[config.mk]
export PLATFORM = sky130hd
export DESIGN_NAME = fetch_pc_unit
export DESIGN_NICKNAME = d
export VERILOG_FILES = /design/src/rtl/fetch_pkg.sv /design/src/rtl/fetch_pc_unit.sv
export SDC_FILE = /design/constraint.sdc
export NUM_CORES = 1
export LEC_CHECK = 0
export ABC_AREA = 1
export CAP_MARGIN = 20
export CORE_MARGIN = 2
export CORE_UTILIZATION = 52
export CTS_CLUSTER_SIZE = 20
export DETAILED_ROUTE_END_ITERATION = 6
export PLACE_DENSITY = 0.86
export SETUP_SLACK_MARGIN = 0.2
export SYNTH_ARGS = -nofsm -noshare
export SYNTH_HDL_FRONTEND = slang
export SYNTH_SLANG_ARGS = --single-unit
[constraint.sdc]
create_clock -name clk -period 4.25 [get_ports clk]
set_input_delay 1.275 -clock clk [delete_from_list [all_inputs] [get_ports clk]]
set_output_delay 1.275 -clock clk [all_outputs]
set_load 0.01 [all_outputs]
[src/rtl/fetch_pkg.sv]
// fetch_pkg: shared types and constants for the instruction-fetch PC unit.
//   fetch_state_t       - sequencer states (IDLE, WAIT_RSP, HOLD, DRAIN)
//   INSTR_BYTES_DEFAULT - default PC increment per fetch
//   PC_ALIGN_MASK       - low PC bits forced to zero when a redirect is loaded
package fetch_pkg;

    typedef enum logic [1:0] {
        IDLE     = 2'd0,
        WAIT_RSP = 2'd1,
        HOLD     = 2'd2,
        DRAIN    = 2'd3
    } fetch_state_t;

    localparam int unsigned INSTR_BYTES_DEFAULT = 4;
    localparam logic [1:0]  PC_ALIGN_MASK       = 2'b11;

endpackage

[src/rtl/fetch_pc_unit.sv]
// fetch_pc_unit: program-counter register and single-outstanding instruction
// fetch sequencer. Issues one memory request at a time from the current PC,
// drops responses made stale by a redirect, and presents {pc, instruction}
// to decode through a valid/ready handshake.
//
// Ports:
//   clk, rst_n             - clock, asynchronous active-low reset
//   stall                  - blocks issue of new requests from IDLE only
//   redirect_valid/_pc     - load a new (word-aligned) PC, highest priority
//   req_valid/_addr/_ready - instruction-memory request (combinational)
//   rsp_valid/_data        - single-cycle memory response
//   out_valid/_pc/_instr   - registered decode-side output
//   out_ready              - decode accepts the presented instruction
module fetch_pc_unit
    import fetch_pkg::*;
#(
    parameter int unsigned      XLEN        = 32,
    parameter logic [XLEN-1:0]  RESET_PC    = '0,
    parameter int unsigned      INSTR_BYTES = INSTR_BYTES_DEFAULT
) (
    input  logic            clk,
    input  logic            rst_n,
    input  logic            stall,
    input  logic            redirect_valid,
    input  logic [XLEN-1:0] redirect_pc,
    output logic            req_valid,
    output logic [XLEN-1:0] req_addr,
    input  logic            req_ready,
    input  logic            rsp_valid,
    input  logic [XLEN-1:0] rsp_data,
    output logic            out_valid,
    output logic [XLEN-1:0] out_pc,
    output logic [XLEN-1:0] out_instr,
    input  logic            out_ready
);

    localparam logic [XLEN-1:0] PC_INC     = XLEN'(INSTR_BYTES);
    localparam logic [XLEN-1:0] ALIGN_KEEP = ~XLEN'(PC_ALIGN_MASK);

    fetch_state_t    state_q, state_d;
    logic [XLEN-1:0] pc_q, pc_d;
    logic [XLEN-1:0] inflight_pc_q, inflight_pc_d;
    logic [XLEN-1:0] out_pc_q, out_pc_d;
    logic [XLEN-1:0] out_instr_q, out_instr_d;
    logic            out_valid_q, out_valid_d;

    always_ff @(posedge clk or negedge rst_n) begin
        if (!rst_n) begin
            state_q       <= IDLE;
            pc_q          <= RESET_PC;
            inflight_pc_q <= '0;
            out_pc_q      <= '0;
            out_instr_q   <= '0;
            out_valid_q   <= 1'b0;
        end else begin
            state_q       <= state_d;
            pc_q          <= pc_d;
            inflight_pc_q <= inflight_pc_d;
            out_pc_q      <= out_pc_d;
            out_instr_q   <= out_instr_d;
            out_valid_q   <= out_valid_d;
        end
    end

    always_comb begin
        state_d       = state_q;
        pc_d          = pc_q;
        inflight_pc_d = inflight_pc_q;
        out_pc_d      = out_pc_q;
        out_instr_d   = out_instr_q;
        out_valid_d   = out_valid_q;
        // Gated by rst_n so no request is advertised while reset is held.
        req_valid     = 1'b0;

        unique case (state_q)
            IDLE: begin
                req_valid = rst_n && !stall && !redirect_valid;
                if (req_valid && req_ready) begin
                    inflight_pc_d = pc_q;
                    pc_d          = pc_q + PC_INC;
                    state_d       = WAIT_RSP;
                end
            end
            WAIT_RSP: begin
                if (rsp_valid) begin
                    out_instr_d = rsp_data;
                    out_pc_d    = inflight_pc_q;
                    out_valid_d = 1'b1;
                    state_d     = HOLD;
                end
            end
            HOLD: begin
                if (out_ready) begin
                    out_valid_d = 1'b0;
                    state_d     = IDLE;
                end
            end
            DRAIN: begin
                if (rsp_valid) begin
                    state_d = IDLE;
                end
            end
            default: state_d = IDLE;
        endcase

        // Redirect overrides everything above; a response arriving in the same
        // cycle is dropped, otherwise a pending response must be drained.
        if (redirect_valid) begin
            pc_d        = redirect_pc & ALIGN_KEEP;
            out_valid_d = 1'b0;
            out_pc_d    = out_pc_q;
            out_instr_d = out_instr_q;
            if ((state_q == WAIT_RSP || state_q == DRAIN) && !rsp_valid) begin
                state_d = DRAIN;
            end else begin
                state_d = IDLE;
            end
        end
    end

    assign req_addr  = pc_q;
    assign out_valid = out_valid_q;
    assign out_pc    = out_pc_q;
    assign out_instr = out_instr_q;

endmodule
**Word-level counts from Yosys, hierarchy flattened**

Index checks and enable logic that the tools add are counted.

- $add $sub $neg: 1
- Reduce and logical (&&, ||, !) cells: 17
- Eq/ne operators: 7
- Mux-type cells: 15
- Bitwise gates (word level): 1

Operators with widths:

| operator | number |
|---|---|
| $mux 32 | 3 |
| $add 32x3->32 const B | 1 |
| $mux 2 | 6 |
| $ne 3x3->1 const B | 4 |
| $pmux 2 s4 | 1 |
| $reduce_and 3->1 | 2 |
| $eq 2x2->1 const B | 2 |
| $logic_and 1x1->1 | 4 |
| $mux 1 | 4 |
| $reduce_and 2->1 | 2 |
| $reduce_and 4->1 | 1 |
| $reduce_bool 2->1 | 2 |
| $logic_not 1->1 | 3 |
| $reduce_bool 3->1 | 1 |
| $eq 2x1->1 const B | 1 |
| $logic_not 2->1 | 1 |
| $pmux 1 s2 | 1 |
| $logic_or 1x1->1 | 1 |
| $not 1->1 | 1 |

- Logic and storage cells: 47
- Register bits: 131
- Bits of input ports: 71

**Longest topological paths before layout**

Gate-level depths: netlist (run 1).

- Depth in word-level cells: 7
- Depth in mapped cells: 9

**Least setup slack after synthesis (run 1)**

No wires, ideal clock.

- Kind: input-to-output
- Start: input redirect_valid
- End: output req_valid
- Arrival time: 1719 ps
- Path slack: 1256 ps
- Required time: 2975 ps
- Stages on the path: 4
- Path buffers: 1
- Path through: buf_6 inv_4 nand3_4 nor2_1

- Word-level cells in the longest chain between the ends: 3

Ends and longest elaborated chain:

| element | RTL line | text |
|---|---|---|
| start: declaration | fetch_pc_unit.sv:24 | `input logic redirect_valid,` |
| $logic_not 1->1 | fetch_pc_unit.sv:77 | `req_valid = rst_n && !stall && !redirect_valid;` |
| $logic_and 1x1->1 | fetch_pc_unit.sv:77 |  |
| $mux 1 | fetch_pc_unit.sv:75 | `unique case (state_q)` |
| end: declaration | fetch_pc_unit.sv:26 | `output logic req_valid,` |

No other way between the ends.

**Worst setup path in the final report (run 1)**

Ends and elaborated chain as after synthesis.

==> impl.org, run 1 <==
** Synth
- Seq/Total Area, Yosys :: 0.5338
- In this run the mean area of a mapped cell was 8.905 sq um.
- Top_reg_cell synth :: sky130_fd_sc_hd__dfrtp_1
- FFs w/ async S/R, synth :: 1.000
- Number of synthesized register bits :: 125
- Synthesis produced a netlist whose cell count is 658.
- Post-synth EDFFs :: 0
- The number of different library cells used by synthesis comes to 37.
- Area contributors post-synth :: sky130_fd_sc_hd__dfrtp_1 53%, sky130_fd_sc_hd__nand2_1 11%, sky130_fd_sc_hd__nand3_1 4.7%
- Area of the mapped netlist :: 5859 sq um
- For this run, the number of Yosys warnings is 0.
- Biggest area consumer among synthesized cells :: sky130_fd_sc_hd__dfrtp_1
- The share of synthesized area in the top cell type comes to 0.5338.

** CTS
- Number of gates given a new drive strength after cts :: 0
- For this design, the CTS-stage hold fixing added 0 buffers.
- The clock drives 125 sinks.
- Number of levels the H-tree was split into :: 4
- Clock tree synthesis selected as its root buffer the cell sky130_fd_sc_hd__clkbuf_16.
- TritonCTS built the clock tree.
- Counting along the longest clock path gives a buffer depth of 2.
- Post-CTS timing repair inserted 0 buffers for setup.
- Worst-path clk slew :: 50 ps
- The clock reaches the later pin of the worst-skew pair after 420 ps.
- Total CTS buffers :: 17

** Setup path
- The critical path crosses 5 cells after its start point.
- Critical Path Most Common Cell :: sky130_fd_sc_hd__clkdlybuf4s50_1
- The critical path starts at redirect_valid.
- Of all nets on the critical path, the largest fanout is 5.
- Critical Path Source Type :: primary input
- For the worst flop-to-flop path, the logic depth is 4.
- The worst register-to-register path begins at state_q[1].
- The endpoint identified for the worst register-to-register timing path is out_pc[20].
- CP cell instances :: clkdlybuf4s50_1 -> inv_4 -> nand3_4 -> nor2_1 -> clkdlybuf4s50_1
- For this design, the slowest cell found on the critical path is sky130_fd_sc_hd__clkdlybuf4s50_1.
- Slack of the worst reg-to-reg path :: 2210 ps
- Endpoint required time on the critical path :: 2970 ps
- Kind of cell with the highest combined delay on the critical path :: buffers and inverters
- Following the worst setup path forward leads to its endpoint at req_valid.
- Critical Path AT :: 2620 ps
- Category of the worst setup path capture point :: output pin
- Buf+Inv Stages, Crit Path :: 3
- On the worst path, the slowest cell contributes a delay of 540 ps.
- Critical path class :: in2out

** STA
- Setup repair after global routing missed its margin :: no
- Dividing the final minimum period by the clock period gives 0.9165.
- Static timing analysis puts the maximum clock frequency at 256.7 MHz.
- Post-route setup slack :: 354.7 ps
- Worst hold slack across all endpoints :: 487.4 ps
- For the pin with the worst max-slew slack, the measured transition is 849.5 ps.
- Final number of setup-violating endpoints :: 0
- Adding up every negative setup slack in the final design gives 0 ps.
- The number of failing hold endpoints at the final stage came to 0.
- Final Skew :: 17.74 ps
- The routed design could run at a clock period as short as 3895 ps.
- The worst pin sits at a relative slew slack of 0.4337.
- Final Max Tran Viols :: 0

** Global routing
- Maximum number of pins on one net before global-route repair :: 66
- The number of global-route vias before repair came to 5190.
- Tot GR Track Use :: 0.2663
- Global-route wire length before repair :: 24650 microns
- Remaining global-route overflow :: 0
- The number of antenna violations at the first check in global routing is 0.

** Placement
- Pre-CTS setup slack :: 374.2 ps
- In this run, placement finished with an instance count of 939.
- After legalization and detailed placement, the total HPWL measured 10530 microns.
- The count of buffers added on input and output ports is 162.
- The congestion estimate from routability-driven global placement came to 0.8807.

** Detailed routing
- Via density per instance :: 5.241
- DRC marker count from the first detailed-route iteration :: 301
- Remaining number of nets flagged by the antenna check after routing :: 0
- Number of iterations in the first detailed-routing pass :: 5
- Via count of the routed design :: 5089
- After detailed routing, the total wire length is 15460 microns.
- In the routed design, unresolved DRC markers number 0.
- Dividing the detail-routed wire length by the instance count gives 15.92 microns.

** Pwr
- For this design the static power due to leakage is 3.727 nW.
- Power per cell area :: 633.6 nW/um^2
- IR Drop Worst-Case VDD :: 416.2 uV

** Job
- Maximum Capacitance Violations :: 0

** Layout
- The count of cells in the finished layout, fillers not included, comes to 971.
- The number of antenna diodes in the final layout is 0.
- In the final layout, the share of cells above drive strength 1 is 0.1083.
- Core occupancy in the finished layout :: 0.7478
- Area growth from synthesis to layout :: 39.57%
- Number of nets in the layout :: 890

** Floorplanning
- Site Rows :: 38
- From bottom edge to top edge, the die measures 110.2 microns.
- Overall die area :: 12130 sq um
- Die X :: 110.2 microns
- Io pins :: 169
- Placeable core region :: 10940 sq um
- For this configuration, the core starts out at a cell density of 0.5358.

** Hold path
- Worst hold path class :: reg2reg

** Status
- The flow ran to the end, and the final reports show no timing, DRC or antenna violations.
synth_stat cells, types with 3 or more instances:
library cell and number:
sky130_fd_sc_hd__nand2_1 166, sky130_fd_sc_hd__dfrtp_1 125, sky130_fd_sc_hd__nor2_1 62, sky130_fd_sc_hd__inv_1 60, sky130_fd_sc_hd__nand3_1 55, sky130_fd_sc_hd__o21ai_0 53
sky130_fd_sc_hd__mux2_2 23, sky130_fd_sc_hd__a21boi_0 18, sky130_fd_sc_hd__a21oi_1 14, sky130_fd_sc_hd__buf_2 11, sky130_fd_sc_hd__clkbuf_1 9, sky130_fd_sc_hd__mux2_4 9
sky130_fd_sc_hd__buf_4 8, sky130_fd_sc_hd__nor2_2 4, sky130_fd_sc_hd__nor2_4 4, sky130_fd_sc_hd__xor2_1 4, sky130_fd_sc_hd__buf_6 3, sky130_fd_sc_hd__inv_2 3
sky130_fd_sc_hd__nand4_1 3
cell type report:
type	count	area [sq um]
inverters	64	242.7
multi-input cells	441	2325
fillers	767	2758
well taps	140	175.2
repair buffers	169	1672
flip-flops and latches	125	3128
clock buffers	22	474.2
clock inverters	10	161.4
through the flow:
step           power [mW]  area [sq um]
4_1_cts             5.220          8178
3_5_place_dp        3.638          7542
5_1_grt             5.471          8178
2_1_floorplan       2.695          5871
6_report            5.182          8178
3_3_place_gp        3.542          7542
per-layer routing:
layer / routed length (microns) / GRT usage / share of wire
met4: 263 / 0.1000 / 0.017
met2: 7738 / 0.4579 / 0.50
met3: 1131 / 0.07349 / 0.073
met5: 0 / 0 / 0
met1: 6329 / 0.3192 / 0.41
cell usage in the layout (no fill, tap or decap), drive strengths merged, types with 8 or more instances in the layout:
master / count
inv: 64
a21oi: 14
clkdlybuf4s50: 161
nand2: 169
dfrtp: 125
o21ai: 54
buf: 8
nor2: 70
clkbuf: 22
nand3: 58
a21boi: 18
mux2: 32
flip-flops by register name (all words and copies together) (netlist names):
| register | cells |
|---|---|
| inflight_pc_q | 30 |
| out_instr | 32 |
| out_pc | 30 |
| out_valid | 1 |
| req_addr | 30 |
| state_q | 2 |
logic make-up after synthesis:
group           count (synthesis)  share of synthesized area
simple gates                  306                     0.2255
buf+inv                        95                    0.07260
xor+xnor                        4                   0.005978
mux                            32                    0.06726
flops                         125                     0.5338
fa+ha+maj                       1                   0.002135
other cells                     1                  0.0006400
compound gates                 94                    0.09203
where the power goes:
| part | switching [mW] | total [mW] | internal (mW) | leakage (nW) |
|---|---|---|---|---|
| clock network | 0.514 | 1.54 | 1.03 | 0.302 |
| logic | 0.767 | 1.71 | 0.940 | 1.91 |
| registers | 0.271 | 1.94 | 1.66 | 1.52 |
| total | 1.55 | 5.18 | 3.63 | 3.73 |
worst register-to-register path: cells and delay by family (launching register included):
| kind | cells | cell delay [ps] |
|---|---|---|
| buffers and inverters | 1 | 500 |
| and+or+nand+nor | 2 | 800 |
| AOI/OAI and AO/OA | 1 | 230 |
| DFF | 1 | 440 |
how the worst min path moves through the flow:
stage	to	start	cells past startpoint	slack, ps
finish	out_pc[24]	out_pc[24]	2	490
global route	out_pc[27]	out_pc[27]	2	510
CTS	out_pc[24]	out_pc[24]	2	490
detailed placement	out_pc[4]	out_pc[4]	2	480
global placement	out_pc[5]	out_pc[5]	2	460
floorplan	inflight_pc_q[19]	inflight_pc_q[19]	2	480
No activity file was read; power rests on OpenSTA's default activity.
==> run 2: changes to the inputs <==
CORE_MARGIN = unset   (was 2)
==> impl.org, run 2 (synthesized netlist as in run 1, its figures left out) <==
** Layout
- Leaving out fill and tap cells, the most frequent cells in the layout are 166 x sky130_fd_sc_hd__nand2_1, 161 x sky130_fd_sc_hd__clkdlybuf4s50_1, 125 x sky130_fd_sc_hd__dfrtp_1.
- Measured on the finished design, the core utilization comes to 0.7491.
- Of the cells placed in the final design, the portion with a size suffix greater than 1 is 0.1107.
- After routing the design area is 8157 sq um.
- # fillers :: 778
- N_diodes :: 0
- After the last flow step, the layout net total stands at 891.
- Area growth from synthesis to layout :: 39.21%
- Flip-flop count of the largest register after layout :: 32
- Multi-input gate area in the final layout :: 2325 sq um
- The sequential cells in the finished layout cover a total of 3128 sq um.
- Leaving out fill and tap cells, the most frequent cell in the layout is sky130_fd_sc_hd__nand2_1.

** Floorplanning
- Io pins :: 169
- For this configuration, the core starts out at a cell density of 0.5382.
- The floorplan step set the die height to 108.2 microns.
- Placeable core region :: 10890 sq um
- Overall die area :: 11700 sq um
- Site Rows :: 38
- Die X :: 108.2 microns

** Detailed routing
- In this run the remaining antenna-violating nets after routing total 0.
- In the routed design, unresolved DRC markers number 0.
- Number of iterations in the first detailed-routing pass :: 6
- Total detailed-routing wirelength :: 15650 microns
- Via count of the routed design :: 5142
- DRC marker count from the first detailed-route iteration :: 389
- Via density per instance :: 5.296
- WL per Instance :: 16.11 microns

** CTS
- The number of clock buffers added by TritonCTS is 17.
- Worst-path clk slew :: 60 ps
- Maximum clock insertion buffer count :: 2
- At the later pin of the worst-skew pair, clock insertion delay measures 520 ps.
- Once the clock tree was built, the resizer swapped 0 gates to a different size.
- The number of hold buffers added after CTS was 0.
- Number of levels the H-tree was split into :: 4
- The root buffer cell chosen for the clock tree is sky130_fd_sc_hd__clkbuf_8.
- The tree built by TritonCTS fans out to 125 sinks.
- # Post-CTS Setup Buffers :: 0
- TritonCTS built the clock tree.

** STA
- For this run, the top clock speed supported by timing is 253.1 MHz.
- After routing, the total negative slack on setup checks comes to 0 ps.
- Final number of setup-violating endpoints :: 0
- Final cycle utilization of the critical path :: 0.9296
- The worst path needs 3951 ps of the cycle, external delays included.
- Transition time at the pin with the least slew margin :: 878.6 ps
- Clock skew on the completed layout was measured at 7.286 ps.
- Setup repair after global routing left no endpoint under its margin.
- After layout, the worst setup slack is 299.2 ps.
- The final number of max-transition violations was 0.
- The number of failing hold endpoints at the final stage came to 0.
- Headroom to the max-slew limit came out at 0.4143.

** Placement
- Pre-CTS setup slack :: 299.2 ps
- After detailed placement, the total cell area comes to 7562 sq um.
- Buffers placed on the I/O ports in this run total 162.
- DP HPWL :: 10690 microns
- Global placement routability congestion :: 0.8695

** Setup path
- At the worst endpoint, the required time is 2970 ps.
- At the worst endpoint, the arrival time is 2680 ps.
- Depth of the worst register-to-register path :: 7
- Largest driver fanout on the critical path :: 5
- Critical path class :: in2out
- Category of the worst setup path capture point :: output pin
- Critical Path Source Type :: primary input

** Pwr
- The worst-case IR drop observed on VDD is 375.8 uV.
- Overall power of the completed layout :: 5.091 mW
- For this design the static power due to leakage is 3.720 nW.
- Power per cell area :: 624.2 nW/um^2

** Global routing
- The number of antenna violations at the first check in global routing was 0.
- Tot GR Track Use :: 0.2795
- The first global-routing pass estimated 24790 microns of wire.
- Vias in the first global route :: 5063
- Entering global routing, the biggest net connects 72 pins.
- Remaining global-route overflow :: 0

** Hold path
- The path class of the tightest hold or removal check is reg2reg.
- Counting instances, the worst hold path has a depth of 2.

** Status
- The flow ran to the end, and the final reports show no timing, DRC or antenna violations.

** Job
- Maximum Capacitance Violations :: 0
run 2: changes by cell type in the layout (fill, tap and decap cells not counted), sizes merged:
cell and delta:
clkinv +3, inv +1, buf +1, clkbuf -4
bufinv -1
run 2: where the power goes:
group | switching [mW] | leakage (nW) | internal [mW]
sequential | 0.280 | 1.52 | 1.66
combinational | 0.761 | 1.92 | 0.942
clock | 0.537 | 0.283 | 0.907
total | 1.58 | 3.72 | 3.51
run 2: final cells by class:
class,count,area share
flip-flops and latches,125,0.3835
repair buffers,170,0.2074
inverters,64,0.02976
clock buffers,18,0.05246
multi-input cells,441,0.2850
clock inverters,13,0.02040
well taps,140,0.02148
run 2: final timing paths:
kind,from,endpoint,slack (ps)
hold reg to reg,out_pc[10],out_pc[10],490
setup / recovery,redirect_valid,req_valid,300
max in group asynchronous,rst_n,out_pc[7],2020
min in group asynchronous,rst_n,out_pc[29],1010
setup reg to reg,state_q[1],req_addr[28],2390
hold / removal,out_pc[10],out_pc[10],490
run 2: stage by stage:
| step | hold slack [ps] | std cells |
|---|---|---|
| 6_report | 490.4 | 971 |
| 2_1_floorplan | 478.1 | 661 |
| 3_5_place_dp | 475.6 | 940 |
| 3_3_place_gp | 465.1 | 940 |
| 5_1_grt | 504.2 | 971 |
| 4_1_cts | 492.1 | 971 |
run 2: metal layers:
layer  global-route usage  share of wire
met5                    0              0
met2               0.4818           0.51
met3              0.05304          0.062
met4               0.1027          0.019
met1               0.3492           0.41
run 2: worst max-delay path, stage by stage:
cell	delay [ps]
sky130_fd_sc_hd__clkdlybuf4s50_1	500
sky130_fd_sc_hd__inv_4	140
sky130_fd_sc_hd__nand3_4	120
sky130_fd_sc_hd__nor2_1	100
sky130_fd_sc_hd__clkdlybuf4s50_1	540
==> run 3: changes to the inputs <==
ABC_CLOCK_PERIOD_IN_PS = 4250   (was unset)
==> results of run 3 <==
The final DEF is identical to that of run 2; final timing and power are the same.
